===== config.mk =====
export PLATFORM = sky130hd
export DESIGN_NAME = load_store_unit
export DESIGN_NICKNAME = d
export VERILOG_FILES = /design/src/rtl/lsu_pkg.sv /design/src/rtl/lsu_load_align.sv /design/src/rtl/load_store_unit.sv
export SDC_FILE = /design/constraint.sdc
export NUM_CORES = 1
export LEC_CHECK = 0
export ABC_AREA = 1
export ABC_CLOCK_PERIOD_IN_PS = 2300
export CAP_MARGIN = 25
export CORE_MARGIN = 4
export CORE_UTILIZATION = 30
export DETAILED_ROUTE_END_ITERATION = 16
export PLACE_DENSITY_LB_ADDON = 0.08
export SLEW_MARGIN = 25
export SYNTH_ARGS = -nofsm -noshare
export SYNTH_HDL_FRONTEND = slang
export SYNTH_SLANG_ARGS = --single-unit

===== constraint.sdc =====
create_clock -name lsu_clk -period 2.3 [get_ports lsu_clk]
set_input_delay 0.23 -clock lsu_clk [delete_from_list [all_inputs] [get_ports lsu_clk]]
set_output_delay 0.23 -clock lsu_clk [all_outputs]
set_load 0.02 [all_outputs]

===== src/rtl/lsu_pkg.sv =====
// Shared types and constants for the load/store unit (state encoding, default widths, wrap address).
package lsu_pkg;

  localparam int unsigned ADDR_W_DEF = 8;
  localparam int unsigned DATA_W_DEF = 16;
  localparam int unsigned BYTE_W     = 8;

  localparam logic [ADDR_W_DEF-1:0] WRAP_ADDR = 8'hFF;

  typedef enum logic [1:0] {
    IDLE   = 2'd0,
    ACCESS = 2'd1,
    RESP   = 2'd2
  } lsu_state_e;

endpackage


===== src/rtl/lsu_load_align.sv =====
// Byte-lane select and extension of memory read data for loads.
// Define LSU_BYTE_SIGN_EXT_EN to sign-extend byte loads; otherwise they are zero-extended.
module lsu_load_align
  import lsu_pkg::*;
#(
  parameter int unsigned DATA_W = DATA_W_DEF
) (
  input  logic [DATA_W-1:0] rd_data,
  input  logic              word,
  output logic [DATA_W-1:0] load_data_c
);

  localparam int unsigned LANE_W = DATA_W / 2;

  logic [DATA_W-LANE_W-1:0] fill_c;

  // Upper lane of a byte read is undriven by the memory, so it never reaches the result.
  always_comb begin
`ifdef LSU_BYTE_SIGN_EXT_EN
    fill_c = {(DATA_W-LANE_W){rd_data[LANE_W-1]}};
`else
    fill_c = '0;
`endif
    load_data_c = word ? rd_data : {fill_c, rd_data[LANE_W-1:0]};
  end

endmodule


===== src/rtl/load_store_unit.sv =====
// Single-outstanding load/store initiator for the byte-addressed data memory.
// Byte-load extension is selected by LSU_BYTE_SIGN_EXT_EN (see lsu_load_align).
module load_store_unit
  import lsu_pkg::*;
#(
  parameter int unsigned ADDR_W     = ADDR_W_DEF,
  parameter int unsigned DATA_W     = DATA_W_DEF,
  parameter int unsigned ALLOW_WRAP = 1
) (
  input  logic              lsu_clk,
  input  logic              lsu_rst,
  input  logic              req_valid,
  output logic              req_ready,
  input  logic              req_write,
  input  logic              req_word,
  input  logic [ADDR_W-1:0] req_addr,
  input  logic [DATA_W-1:0] req_wdata,
  output logic              resp_valid,
  input  logic              resp_ready,
  output logic [DATA_W-1:0] resp_rdata,
  output logic              resp_err,
  output logic [ADDR_W-1:0] mem_addr,
  output logic [DATA_W-1:0] mem_data_in,
  output logic              mem_rd_en,
  output logic              mem_wr_en,
  output logic              mem_addr_valid,
  output logic              word_op,
  input  logic [DATA_W-1:0] mem_data_out
);

  lsu_state_e state;
  lsu_state_e next_state;

  logic rq_write;
  logic rq_word;

  logic accept_c;
  logic wrap_err_c;
  logic [DATA_W-1:0] load_data_c;

  logic              req_ready_d;
  logic              resp_valid_d;
  logic [DATA_W-1:0] resp_rdata_d;
  logic              resp_err_d;
  logic [ADDR_W-1:0] mem_addr_d;
  logic [DATA_W-1:0] mem_data_in_d;
  logic              mem_rd_en_d;
  logic              mem_wr_en_d;
  logic              mem_addr_valid_d;
  logic              word_op_d;

  assign accept_c   = req_valid && req_ready;
  assign wrap_err_c = (ALLOW_WRAP == 0) && req_word && (req_addr == ADDR_W'(WRAP_ADDR));

  lsu_load_align #(
    .DATA_W (DATA_W)
  ) u_load_align (
    .rd_data     (mem_data_out),
    .word        (rq_word),
    .load_data_c (load_data_c)
  );

  // State register
  always_ff @(posedge lsu_clk) begin
    if (lsu_rst) begin
      state <= IDLE;
    end else begin
      state <= next_state;
    end
  end

  // Request attributes needed after the bus phase
  always_ff @(posedge lsu_clk) begin
    if (lsu_rst) begin
      rq_write <= 1'b0;
      rq_word  <= 1'b0;
    end else if (accept_c) begin
      rq_write <= req_write;
      rq_word  <= req_word;
    end
  end

  // Next-state logic
  always_comb begin
    next_state = state;
    case (state)
      IDLE:    if (accept_c) next_state = wrap_err_c ? RESP : ACCESS;
      ACCESS:  next_state = RESP;
      RESP:    if (resp_ready) next_state = IDLE;
      default: next_state = IDLE;
    endcase
  end

  // Next-cycle output values; the mem_* flops themselves hold the request address/data during ACCESS
  always_comb begin
    req_ready_d      = (next_state == IDLE);
    resp_valid_d     = (next_state == RESP);
    resp_rdata_d     = resp_rdata;
    resp_err_d       = resp_err;
    mem_addr_d       = '0;
    mem_data_in_d    = '0;
    mem_rd_en_d      = 1'b0;
    mem_wr_en_d      = 1'b0;
    mem_addr_valid_d = 1'b0;
    word_op_d        = 1'b0;
    case (state)
      IDLE: begin
        if (accept_c) begin
          resp_rdata_d = '0;
          resp_err_d   = wrap_err_c;
          if (!wrap_err_c) begin
            mem_addr_valid_d = 1'b1;
            mem_addr_d       = req_addr;
            mem_data_in_d    = req_wdata;
            word_op_d        = req_word;
            mem_rd_en_d      = !req_write;
            mem_wr_en_d      = req_write;
          end
        end
      end
      ACCESS: begin
        resp_rdata_d = rq_write ? '0 : load_data_c;
        resp_err_d   = 1'b0;
      end
      RESP: begin
        if (resp_ready) begin
          resp_rdata_d = '0;
          resp_err_d   = 1'b0;
        end
      end
      default: begin
        resp_rdata_d = '0;
        resp_err_d   = 1'b0;
      end
    endcase
  end

  // Output registers
  always_ff @(posedge lsu_clk) begin
    if (lsu_rst) begin
      req_ready      <= 1'b1;
      resp_valid     <= 1'b0;
      resp_rdata     <= '0;
      resp_err       <= 1'b0;
      mem_addr       <= '0;
      mem_data_in    <= '0;
      mem_rd_en      <= 1'b0;
      mem_wr_en      <= 1'b0;
      mem_addr_valid <= 1'b0;
      word_op        <= 1'b0;
    end else begin
      req_ready      <= req_ready_d;
      resp_valid     <= resp_valid_d;
      resp_rdata     <= resp_rdata_d;
      resp_err       <= resp_err_d;
      mem_addr       <= mem_addr_d;
      mem_data_in    <= mem_data_in_d;
      mem_rd_en      <= mem_rd_en_d;
      mem_wr_en      <= mem_wr_en_d;
      mem_addr_valid <= mem_addr_valid_d;
      word_op        <= word_op_d;
    end
  end

endmodule


==> flow_metrics.py <==
metrics = {
    "status": {
        "status": "finished, final reports clean",
    },
    "clocking": {
        "ctsResizeCount": 0,
        "post_cts_buffers": 0,
        "tritoncts": "done",
        "htreeDepth": 2,
        "cts_sinks": 50,
        "worstSkewPairLatency_ns": 0.30,
        "clockBufferDepth": 2,
        "cts_hold_buffers": 0,
        "cts_inserted_buffers": 5,
        "root_buffer": "clkbuf_8",
        "path_clk_slew_ns": 0.09,
    },
    "layout": {
        "num_antenna_cells": 0,
        "instances_no_fill": 415,
        "finish.net_count": 385,
        "seqCellArea_sq_um": 1000,
        "multi_input_area_sq_um": 637,
        "fillers": 627,
        "syn_to_final_growth_pct": 53.0,
        "drive_gt1_share_pct": 7.65,
        "final_core_util_pct": 48.5,
    },
    "yosys": {
        "synth_top_area_share_pct": 51.8,
        "async_reset_ff_share_pct": 0,
        "synth_seq_cells": 50,
        "synth_warnings": 0,
        "synth_edf_count": 0,
        "synthCells": 250,
        "syn-num-nets": 296,
        "synth_flop_cell": "dfxtp_1",
        "synth.area.top_cells": "dfxtp_1, nor2_1, inv_1",
        "synthDistinctLibCells": 19,
        "yosysTopAreaCell": "dfxtp_1",
        "synth_most_common_cell": "nor2_1",
        "syn_avg_cell_area_sq_um": 7.73,
        "syn_area_sq_um": 1930,
        "synth_common_cells": "nor2_1, dfxtp_1, inv_1",
        "ys_seq_area_share_pct": 51.8,
    },
    "critical_path": {
        "cp_slowest_stage_delay_ns": 0.62,
        "cp-start-kind": "flip-flop",
        "crit_chain": "clkdlybuf4s50_1",
        "critical-path-top-delay-family": "buffers and inverters",
        "crit_type": "flip-flop to output pin",
        "arrival_ns": 1.26,
        "cp_num_buf_inv": 1,
        "end_kind": "output pin",
        "critPathRequiredTime_ns": 2.07,
        "cp_max_fo": 2,
        "crit_path_top_delay_cell": "clkdlybuf4s50_1",
    },
    "route": {
        "drtIter0Drc": 67,
        "vias": 1616,
        "wire_per_inst_um": 10.5,
        "highest_layer": "met4",
        "wl_met2_mm": 1.74,
        "postRouteAntennaNets": 0,
        "wl_met1_mm": 1.81,
        "met3_length_um": 773,
        "first_pass_iters": 4,
        "drc": 0,
        "routed_via_density": 3.89,
        "drt_wl_total_mm": 4.35,
    },
    "timing": {
        "relSlewSlack_pct": 66.5,
        "setup_violations": 0,
        "fin_crit_ns": 1.49,
        "worst_slew_pin_slew_ns": 0.502,
        "drv_slew": 0,
        "layout_setup_ws_ns": 0.805,
        "period_share_pct": 65.0,
        "fin_setup_tns_ns": 0,
        "final_hold_viol_count": 0,
        "clock_skew_ns": 0.00828,
        "fmax_mhz": 669,
        "rsz0062_at_grt": "false",
    },
    "die": {
        "dieWidth_um": 88.2,
        "rows": 28,
        "fp.dieArea_sq_um": 7790,
        "fp.dieH_um": 88.2,
        "start_util_pct": 31.7,
        "io_pins": 93,
        "design.core.area_sq_um": 6100,
    },
    "place": {
        "dp_hpwl_mm": 3.11,
        "portBuffers": 91,
        "dp_worst_setup_slack_ns": 0.647,
        "place_congestion": 0.698,
        "dp_cells": 407,
    },
    "pwr": {
        "max-vdd-ir-drop_v": 0.000307,
        "pwr_density_cell_nw_per_um2": 698,
        "total_power_mw": 2.06,
        "power_leakage_nw": 1.33,
    },
    "grt": {
        "grt_use_total_pct": 11.4,
        "grt_pass1_wl_mm": 6.87,
        "grt_overflow": 0,
        "grt_pass1_vias": 1487,
        "grt_start_max_net_pins": 31,
        "antenna_found_initial": 0,
    },
    "worst_hold_path": {
        "hp-class": "primary input to flip-flop",
    },
    "flow_run": {
        "max_cap_violations": 0,
    },
}
where the power goes:
part | switching, mW | total, mW | internal (mW)
Combinational | 0.258 | 0.490 | 0.232
Sequential | 0.0320 | 0.965 | 0.933
Clock | 0.284 | 0.608 | 0.325
flip-flops by register name (all words and copies together), names as in the netlist:
name and cells:
state 2, resp_valid 1, word_op 1, mem_addr 8
rq_word 1, mem_data_in 16, rq_write 1, req_ready 1
mem_wr_en 1, mem_rd_en 1, resp_rdata 16, mem_addr_valid 1
cells in the final DEF, fill, tap and decap left out, drive strengths merged:
cell	synthesis	layout
conb	1	1
nand2	43	43
nor2	77	77
o21ai	2	2
nand3	11	11
buf	10	2
clkbuf	1	6
a21oi	5	5
bufinv	0	1
clkdlybuf4s50	0	91
dfxtp	50	50
inv	50	50
clkinvlp	0	1
layer usage:
metal | global-route usage [%] | vias up
li1 | - | 882
met1 | 13.7 | 662
met3 | 8.10 | 5
met2 | 16.4 | 67
met5 | 0 | -
met4 | 2.88 | 0
through the flow:
step / area, sq um / hold slack [ns]
2_1_floorplan: 1930 / 0.299
6_report: 2960 / 0.446
4_1_cts: 2960 / 0.429
3_5_place_dp: 2850 / 0.486
5_1_grt: 2960 / 0.439
3_3_place_gp: 2850 / 0.483
final timing paths:
path                                    from                         end  slack (ns)  depth (start not counted)
setup / recovery        req_ready$_SDFF_PP1_                   req_ready        0.81                          1
hold / removal                  req_wdata[6]   mem_data_in[6]$_SDFF_PP0_        0.45                          3
hold reg to reg   resp_rdata[4]$_SDFFE_PP0P_  resp_rdata[4]$_SDFFE_PP0P_        0.50                          2
setup reg to reg        req_ready$_SDFF_PP1_   mem_data_in[1]$_SDFF_PP0_        1.01                          5
area by class of cell:
type,count,share of cell area (%)
repair buffers,93,31.3
well taps,75,3.18
clock buffers,6,2.46
multi-input cells,139,21.5
inverters,50,6.35
clock inverters,2,1.27
flip-flops and latches,50,33.9
cell families (layout without fill, tap and decap cells):
kind of cell	Yosys count	after routing	synth area share, %
compound gates	7	7	1.81
buf+inv	61	151	15.2
flops	50	50	51.8
other cells	1	1	0.194
simple gates	131	131	31.0
Power figures use the tool's default switching activity.
